<file path="src/rtl/omsp_atom_pkg.sv">
// Shared types, defaults and helpers for the atomic-section scheduler.
package omsp_atom_pkg;

  typedef enum logic [1:0] {
    StIdle   = 2'd0,
    StAtomic = 2'd1,
    StDrain  = 2'd2,
    StGuard  = 2'd3
  } atom_state_e;

  localparam int unsigned DefNumIrq      = 14;
  localparam int unsigned DefGuardCycles = 4;
  localparam int unsigned DefDeferCntW   = 8;

  // Widest counter the helper below can serve.
  localparam int unsigned SatMaxW = 32;

  function automatic logic [SatMaxW-1:0] sat_inc(input logic [SatMaxW-1:0] val,
                                                 input logic [SatMaxW-1:0] max_val);
    return (val >= max_val) ? val : val + 32'd1;
  endfunction

endpackage

</file>
<file path="src/rtl/omsp_atom_sat_cnt.sv">
// Saturating up-counter with synchronous clear and parallel load (clear > load > increment).
module omsp_atom_sat_cnt
  import omsp_atom_pkg::*;
#(
  parameter int unsigned W = DefDeferCntW
) (
  input  logic         mclk,
  input  logic         puc_rst_n,
  input  logic         clr,
  input  logic         ld,
  input  logic [W-1:0] ld_val,
  input  logic         inc,
  output logic [W-1:0] cnt
);

  localparam logic [W-1:0] MaxVal = {W{1'b1}};

  logic [W-1:0] cnt_q, cnt_d;

  always_comb begin
    cnt_d = cnt_q;
    if (clr) begin
      cnt_d = '0;
    end else if (ld) begin
      cnt_d = ld_val;
    end else if (inc) begin
      cnt_d = W'(sat_inc(SatMaxW'(cnt_q), SatMaxW'(MaxVal)));
    end
  end

  always_ff @(posedge mclk or negedge puc_rst_n) begin
    if (!puc_rst_n) begin
      cnt_q <= '0;
    end else begin
      cnt_q <= cnt_d;
    end
  end

  assign cnt = cnt_q;

endmodule

</file>
<file path="src/rtl/omsp_atom_sched.sv">
// Sequences clix atomic sections against interrupts so back-to-back sections cannot starve IRQs.
// Optional stats (max_defer, stats_clr) are built when ATOM_SCHED_STATS_EN is defined.
module omsp_atom_sched
  import omsp_atom_pkg::*;
#(
  parameter int unsigned NUM_IRQ      = DefNumIrq,
  parameter int unsigned GUARD_CYCLES = DefGuardCycles,
  parameter int unsigned DEFER_CNT_W  = DefDeferCntW
) (
  input  logic                   mclk,
  input  logic                   puc_rst_n,
  input  logic                   clix_req,
  input  logic                   atom_active,
  input  logic [NUM_IRQ-1:0]     irq_in,
  input  logic [NUM_IRQ-1:0]     irq_ack,
  output logic                   clix_grant,
  output logic                   clix_stall,
  output logic [NUM_IRQ-1:0]     defer_mask,
  output logic [DEFER_CNT_W-1:0] defer_cycles,
  output logic [1:0]             sched_state
`ifdef ATOM_SCHED_STATS_EN
  ,
  input  logic                   stats_clr,
  output logic [DEFER_CNT_W-1:0] max_defer
`endif
);

  // Counter only needs to hold GUARD_CYCLES-1.
  localparam int unsigned GuardW = (GUARD_CYCLES > 2) ? $clog2(GUARD_CYCLES) : 1;
  localparam logic [GuardW-1:0] GuardLoad =
      (GUARD_CYCLES == 0) ? '0 : GuardW'(GUARD_CYCLES - 1);
  localparam bit HasGuard = (GUARD_CYCLES != 0);

  atom_state_e        state_q, state_d;
  logic [NUM_IRQ-1:0] mask_q, mask_d;
  logic [GuardW-1:0]  guard_q, guard_d;
  logic               dc_inc, dc_clr;

  assign clix_grant = clix_req & (state_q == StIdle) & ~(|irq_in) & ~(|mask_q);
  assign clix_stall = clix_req & ~clix_grant;

  always_comb begin
    state_d = state_q;
    guard_d = guard_q;
    mask_d  = mask_q;
    if (state_q == StAtomic) begin
      mask_d = mask_d | irq_in;
    end
    // Ack after set so a same-cycle set and clear leaves the bit clear.
    mask_d = mask_d & ~irq_ack;

    case (state_q)
      StIdle: begin
        if (clix_grant || atom_active) begin
          state_d = StAtomic;
        end
      end
      StAtomic: begin
        if (!atom_active) begin
          if (mask_d != '0) begin
            state_d = StDrain;
          end else if (HasGuard) begin
            state_d = StGuard;
            guard_d = GuardLoad;
          end else begin
            state_d = StIdle;
          end
        end
      end
      StDrain: begin
        if (atom_active) begin
          state_d = StAtomic;
        end else if (mask_d == '0) begin
          if (HasGuard) begin
            state_d = StGuard;
            guard_d = GuardLoad;
          end else begin
            state_d = StIdle;
          end
        end
      end
      StGuard: begin
        if (atom_active) begin
          state_d = StAtomic;
        end else if (guard_q == '0) begin
          state_d = StIdle;
        end else begin
          guard_d = guard_q - GuardW'(1);
        end
      end
      default: state_d = StIdle;
    endcase
  end

  always_ff @(posedge mclk or negedge puc_rst_n) begin
    if (!puc_rst_n) begin
      state_q <= StIdle;
      mask_q  <= '0;
      guard_q <= '0;
    end else begin
      state_q <= state_d;
      mask_q  <= mask_d;
      guard_q <= guard_d;
    end
  end

  // The mask is only ever non-zero in ATOMIC/DRAIN, so it alone qualifies the count.
  assign dc_inc = (mask_q != '0);
  assign dc_clr = (state_d == StIdle) && (state_q != StIdle);

  omsp_atom_sat_cnt #(
    .W (DEFER_CNT_W)
  ) u_defer_cnt (
    .mclk      (mclk),
    .puc_rst_n (puc_rst_n),
    .clr       (dc_clr),
    .ld        (1'b0),
    .ld_val    ('0),
    .inc       (dc_inc),
    .cnt       (defer_cycles)
  );

`ifdef ATOM_SCHED_STATS_EN
  localparam logic [DEFER_CNT_W-1:0] DcMax = {DEFER_CNT_W{1'b1}};

  logic [DEFER_CNT_W-1:0] dc_upd;
  logic                   max_ld;

  // Episode length including this cycle's count, captured as the episode closes.
  assign dc_upd = dc_inc ? DEFER_CNT_W'(sat_inc(SatMaxW'(defer_cycles), SatMaxW'(DcMax)))
                         : defer_cycles;
  assign max_ld = dc_clr && (dc_upd > max_defer);

  omsp_atom_sat_cnt #(
    .W (DEFER_CNT_W)
  ) u_max_defer (
    .mclk      (mclk),
    .puc_rst_n (puc_rst_n),
    .clr       (stats_clr),
    .ld        (max_ld),
    .ld_val    (dc_upd),
    .inc       (1'b0),
    .cnt       (max_defer)
  );
`endif

  assign defer_mask  = mask_q;
  assign sched_state = state_q;

endmodule

</file>
<file path="config.mk">
export PLATFORM = sky130hd
export DESIGN_NAME = omsp_atom_sched
export DESIGN_NICKNAME = d
export VERILOG_FILES = /design/src/rtl/omsp_atom_pkg.sv /design/src/rtl/omsp_atom_sat_cnt.sv /design/src/rtl/omsp_atom_sched.sv
export SDC_FILE = /design/constraint.sdc
export NUM_CORES = 1
export LEC_CHECK = 0
export ABC_AREA = 0
export CAP_MARGIN = 20
export CORE_MARGIN = 10
export CORE_UTILIZATION = 40
export CTS_BUF_LIST = sky130_fd_sc_hd__clkbuf_2
export DETAILED_ROUTE_END_ITERATION = 16
export PLACE_DENSITY = 0.72
export SLEW_MARGIN = 20
export SYNTH_ARGS = -nofsm -noshare
export SYNTH_HDL_FRONTEND = slang
export SYNTH_HIERARCHICAL = 1
export SYNTH_SLANG_ARGS = --single-unit
</file>
<file path="constraint.sdc">
create_clock -name mclk -period 2.1 [get_ports mclk]
set_clock_uncertainty 0.15 [all_clocks]
set_input_delay 0.42 -clock mclk [delete_from_list [all_inputs] [get_ports mclk]]
set_output_delay 0.42 -clock mclk [all_outputs]
set_load 0.02 [all_outputs]
</file>
==> results of run 1 <==
[layout by cell type, fill, tap and decap left out, types with 4 or more instances in the layout]
cell type	netlist	final
buf_4	1	34
clkdlybuf4s50_1	0	27
inv_1	24	24
dlygate4sd2_1	0	20
dfrtp_1	26	17
nand3b_1	16	16
nor2_1	14	14
conb_1	1	10
a21oi_1	9	9
a21oi_2	9	9
dfrtp_2	0	9
dlymetal6s2s_1	0	8
nor4_4	3	7
nand4_1	5	5
nand2_1	4	4
nand3_1	4	4
a31oi_1	4	4
[logic make-up (layout without fill, tap and decap cells)]
kind of cell | count (synthesis) | after routing
muxes | 3 | 3
AOI/OAI and AO/OA | 41 | 41
buffers and inverters | 32 | 119
DFF | 26 | 26
adders and majority gates | 2 | 2
other | 1 | 10
and+or+nand+nor | 66 | 66
[timing repair]
| item | in CTS | in global routing |
|---|---|---|
| endpoints found under the setup margin | 8 | 16 |
| setup buffers | 4 | 4 |
| pin swaps | 6 | 3 |
| gates resized for setup | 42 | 13 |
[layout make-up]
type	count	area share
clock buffer	3	0.00576
timing repair buffer	91	0.316
sequential	26	0.254
inverter	24	0.0345
multi-input combinational	122	0.365
tap	50	0.0240
clock inverter	1	0.00144
[metrics by stage]
stage	setup slack, ns	cells	TNS (ns)
3_5_place_dp	-0.920	307	-1.98
4_1_cts	-0.334	315	-0.623
6_report	-0.374	317	-0.699
2_1_floorplan	-0.155	180	-0.158
3_3_place_gp	-0.908	307	-1.98
5_1_grt	-0.496	317	-0.946
[power breakdown]
part	leakage (nW)	switching (mW)	internal, mW
Clock	0.0140	0.151	0.0413
Sequential	0.319	0.106	0.599
Combinational	0.888	0.491	0.478
Total	1.22	0.749	1.12
[flip-flops by register name (all words and copies together), names as in the netlist]
register,flops
guard_q,2
defer_mask,14
u_defer_cnt/cnt,8
sched_state,2
[worst max-delay path, cell delays in order (launching register included)]
cell     delay (ns)
dfrtp_2        0.48
nor4_4         0.30
nand4_1        0.21
nor4_4         0.24
buf_4          0.18
nor2b_2        0.04
buf_6          0.12
[per-layer routing]
layer  share of wire  vias to the layer above
met2            0.45                       44
met3           0.063                        2
met5               0                        -
li1                -                      812
met1            0.48                      795
met4          0.0067                        0
[worst paths after layout]
path / end / slack (ns) / cells after the start / start
min: defer_mask[1] / 0.23 / 2 / puc_rst_n
max reg2reg: u_defer_cnt/cnt[2] / 0.19 / 6 / defer_mask[13]
min in group mclk: defer_mask[6] / 0.35 / 3 / irq_in[6]
min reg2reg: u_defer_cnt/cnt[4] / 0.40 / 1 / u_defer_cnt/cnt[4]
max: clix_stall / -0.37 / 6 / defer_mask[13]
max in group asynchronous: defer_mask[13] / 1.27 / 2 / puc_rst_n
==> metrics.yaml, run 1 <==
synthMuxAreaShare: 0.0212
yosys.area_share.simple: 0.278
gr-usage-met2: 0.216
first_iter_violations: 75
power.leakage_nw: 1.22
timing.final.crit_share: 1.18
design_area_um2: 2610
htreeDepth: 1
grt_remaining_overflow: 0
area_delta_synth_final_pct: 58.2
tritoncts: "yes"
worst_slack_ns: -0.374
ant_nets: 0
cts_buffers: 3
grt.total_usage: 0.141
synth.area.top_cells: "dfrtp_1 39%, nand3b_1 7.3%, inv_1 5.5%"
synth_top_family_by_area: "simple AND/OR/NAND/NOR gates"
status: "finished, violations left"
crit_arrival_ns: 1.90
yosysWarnings: 6
clk_pin_slew_ns: 0.26
antennaDiodeCount: 0
synth-compound-area-share: 0.193
synth_top_area_share: 0.395
path_class: "flop to output pin"
grt_pass1_wl_mm: 8.49
syn_inst: 171
power_mw: 1.87
synth_top_cell_by_area: "dfrtp_1"
hold_class: "primary input to async pin"
cp_max_fo: 2
clk_latency_ns: 0.36
synth_edf_count: 0
synth.most_common_cell: "dfrtp_1"
violations: "setup timing"
viasPerCell: 5.21
grt_max_degree: 27
vias: 1653
p_per_area_nw_per_um2: 716
synth_cell_types: 44
multi_input_area_um2: 952
grt_busiest_layer: "met2"
ys_seq_elements: 26
grt_pass1_vias: 1681
synth-async-reset-ratio: 1.00
cts_root_buf: "clkbuf_2"
die_h_um: 84.2
hold_violations: 0
fillers: 332
seq_area_frac_synth: 0.395
critPathRequiredTime_ns: 1.53
syn_avg_cell_area_um2: 9.64
gp_congestion: 0.774
grt_use_met1: 0.194
cts.path.max_buffers: 2
port_buffers: 57
yosys.area_share.adder: 0.0152
fp.dieArea_um2: 7090
synth-xor-area-share: 0
fmax_mhz: 404
drc: 0
fin_hold_ws_ns: 0.232
antenna_found_initial: 0
fin_crit_ns: 2.47
rsz0062_at_grt: "yes"
die_w_um: 84.2
end_kind: "output pin"
synthFlopType: "dfrtp_1"
worstSetupStartpointType: "flop"
ctsHoldBuffers: 0
synth_common_cells: "26 x dfrtp_1, 24 x inv_1, 16 x nand3b_1"
ir_worst_vdd_uv: 449
utilization: 0.652
regArea_um2: 662
num_rows: 23
use_met3: 0.0290
drv_cap: 0
wl_mm: 5.19
drt_first_pass_iters: 4
drive_gt1_frac: 0.277
syn_area_um2: 1650
wire_per_inst_um: 16.4
hpwl_mm: 3.90
layout.nets: 302
top_level_ports: 58
finalSetupViolCount: 2
placed_cell_area_um2: 2480
cts.sinks: 26
initial_utilization: 0.412
timing_max_transition_violations_final: 0
core-area_um2: 4000
Note: power is estimated with default switching activity, not from simulation.
==> inputs of run 2 (changes only) <==
- PLACE_DENSITY: 0.72 -> 0.77
==> run 2 against run 1 <==
  * The flow still finishes with violations (setup timing)
  * First-iteration DRC count down 35%
  * Non-clock buffer count down 6
  * Critical path depth down 1
  * Worst setup slack better by 0.014 ns
  * Final area down 0.34%
  * Sequential power up 1%
  * Maximum frequency up 0.56%
  * Total power up 5.4%
  * Critical path type unchanged
==> metrics.yaml, run 2 (synthesis results as in run 1) <==
crit_path_top_delay_cell: "dfrtp_1"  # was dfrtp_2
critical-path-max-stage-delay_ns: 0.46  # was 0.48 ns
fp.dieArea_um2: 7090  # unchanged
post-place-cells: 308  # was 307
sw_frac_of_total: 0.373  # was 0.401
p_per_area_nw_per_um2: 757  # was 716 nW/µm²
cp_max_fo: 3  # was 2
die_w_um: 84.2  # unchanged
fin_crit_ns: 2.46  # was 2.47 ns
switchingPower_mw: 0.733  # was 0.749 mW
drv_cap: 0  # unchanged
largest_register_ffs: 14  # unchanged
wl_mm: 4.93  # was 5.19 mm
ctsHoldBuffers: 0  # unchanged
ant_nets: 0  # unchanged
wire_per_inst_um: 15.8  # was 16.4 µm
path_buf_inv: 1  # was 2
combPwrFrac: 0.480  # was 0.519
fillers: 334  # was 332
fin_hold_ws_ns: 0.243  # was 0.232 ns
antenna_found_initial: 0  # unchanged
cts.path.max_buffers: 2  # unchanged
path_class: "flop to output pin"  # unchanged
worst_slack_ns: -0.360  # was -0.374 ns
layout.nets: 296  # was 302
grt_remaining_overflow: 0  # unchanged
num_rows: 23  # unchanged
worstPathCellList: "nor4_4, nand4_1, nor4_4, nor2b_2, buf_6"  # was nor4_4, nand4_1, nor4_4, buf_4, nor2b_2, buf_6
setup_tns_ns: -0.711  # was -0.699 ns
cts_root_buf: "clkbuf_2"  # unchanged
top_level_ports: 58  # unchanged
layout_commonest_cell: "clkdlybuf4s50_1"  # was buf_4
port_buffers: 57  # unchanged
timing.final.crit_share: 1.17  # was 1.18
tritoncts: "yes"  # unchanged
ir_worst_vdd_uv: 429  # was 449 µV
core-area_um2: 4000  # unchanged
clkPwrFrac: 0.158  # was 0.103
worstSetupStartpointType: "flop"  # unchanged
finalSetupViolCount: 2  # unchanged
area_delta_synth_final_pct: 57.7  # was 58.2%
hpwl_mm: 3.76  # was 3.90 mm
final_cells: 311  # was 317
viasPerCell: 5.29  # was 5.21
reg2reg_slack_ns: 0.14  # was 0.19 ns
design_area_um2: 2600  # was 2610 µm²
grt_pass1_vias: 1645  # was 1681
cts.sinks: 26  # unchanged
htreeDepth: 1  # unchanged
hold_violations: 0  # unchanged
grt_pass1_wl_mm: 7.85  # was 8.49 mm
status: "finished, violations left"  # unchanged
gp_congestion: 0.787  # was 0.774
die_h_um: 84.2  # unchanged
grt.total_usage: 0.130  # was 0.141
multi_input_area_um2: 940  # was 952 µm²
timing_max_transition_violations_final: 0  # unchanged
crit_family: "simple AND/OR/NAND/NOR gates"  # unchanged
violations: "setup timing"  # unchanged
regArea_um2: 663  # was 662 µm²
fmax_mhz: 407  # was 404 MHz
placed_cell_area_um2: 2480  # about the same
rsz0062_at_grt: "yes"  # unchanged
seq_power_share: 0.362  # was 0.378
intPower_mw: 1.24  # was 1.12 mW
end_kind: "output pin"  # unchanged
drc: 0  # unchanged
grt_max_degree: 27  # unchanged
crit_top_cell: "nor4_4"  # unchanged
power.leakage_nw: 1.25  # was 1.22 nW
hold_class: "primary input to async pin"  # unchanged
clk_pin_slew_ns: 0.25  # was 0.26 ns
cts_buffers: 3  # unchanged
drt_first_pass_iters: 6  # was 4
antennaDiodeCount: 0  # unchanged
drive_gt1_frac: 0.268  # was 0.277
critPathRequiredTime_ns: 1.53  # about the same
initial_utilization: 0.412  # unchanged
layout_common_cells: "32 x clkdlybuf4s50_1, 29 x buf_4, 24 x inv_1, 16 x nand3b_1, 16 x dfrtp_1"  # was 34 x buf_4, 27 x clkdlybuf4s50_1, 24 x inv_1, 20 x dlygate4sd2_1, 17 x dfrtp_1
clk_latency_ns: 0.35  # was 0.36 ns
crit_arrival_ns: 1.89  # was 1.90 ns
first_iter_violations: 49  # was 75
vias: 1646  # was 1653
-- run 2: changes by cell type in the layout (fill, tap and decap cells not counted), moves of 5 or more --
cell,previous run,this run
dlygate4sd2_1,20,10
buf_4,34,29
clkdlybuf4s50_1,27,32
dlymetal6s2s_1,8,13
-- run 2: cell type report --
class	instances	area share
Multi-Input combinational cell	122	0.361
Timing Repair Buffer	85	0.308
Sequential cell	26	0.255
Inverter	24	0.0346
Tap cell	50	0.0241
Clock inverter	1	0.0115
Clock buffer	3	0.00577
-- run 2: timing repair --
item                       CTS  global route
setup endpoints to repair    9            19
pin swaps                    7             4
buffers inserted             1             1
gates resized for setup     29            19
-- run 2: worst reg2reg max path: stages, from the launching register on --
cell and delay [ns]:
dfrtp_1 0.46, nor4_4 0.32, nand4_1 0.23, buf_4 0.23, and4_4 0.21, a211oi_2 0.22
a311oi_1 0.06
-- run 2: power by group through the flow --
stage	Sequential, mW	Combinational [mW]	Clock, mW
2_1_floorplan	0.797	0.436	0
3_3_place_gp	0.701	0.934	0
3_5_place_dp	0.701	0.950	0
4_1_cts	0.706	0.949	0.321
5_1_grt	0.730	1.02	0.337
6_report	0.713	0.945	0.311
-- run 2: routing by layer --
metal,GRT usage,vias to the layer above,routed length (µm)
li1,-,802,-
met3,0.0357,2,367
met4,0.0228,0,15
met2,0.212,55,2280
met5,0,-,0
met1,0.167,787,2260
-- run 2: worst paths after layout --
kind,from,to,depth (start not counted)
max,defer_mask[8],clix_stall,5
min,puc_rst_n,defer_mask[1],2
max reg2reg,defer_mask[8],u_defer_cnt/cnt[7],6
min reg2reg,u_defer_cnt/cnt[4],u_defer_cnt/cnt[4],1
max in group asynchronous,puc_rst_n,u_defer_cnt/cnt[0],2
min in group mclk,irq_in[11],defer_mask[11],3
-- run 2: stage by stage --
stage / worst slack, ns / util / total power, mW
2_1_floorplan: -0.155 / - / 1.23
3_3_place_gp: -0.853 / 0.621 / 1.64
3_5_place_dp: -0.835 / 0.621 / 1.65
4_1_cts: -0.328 / 0.639 / 1.98
5_1_grt: -0.486 / 0.650 / 2.09
6_report: -0.360 / 0.650 / 1.97
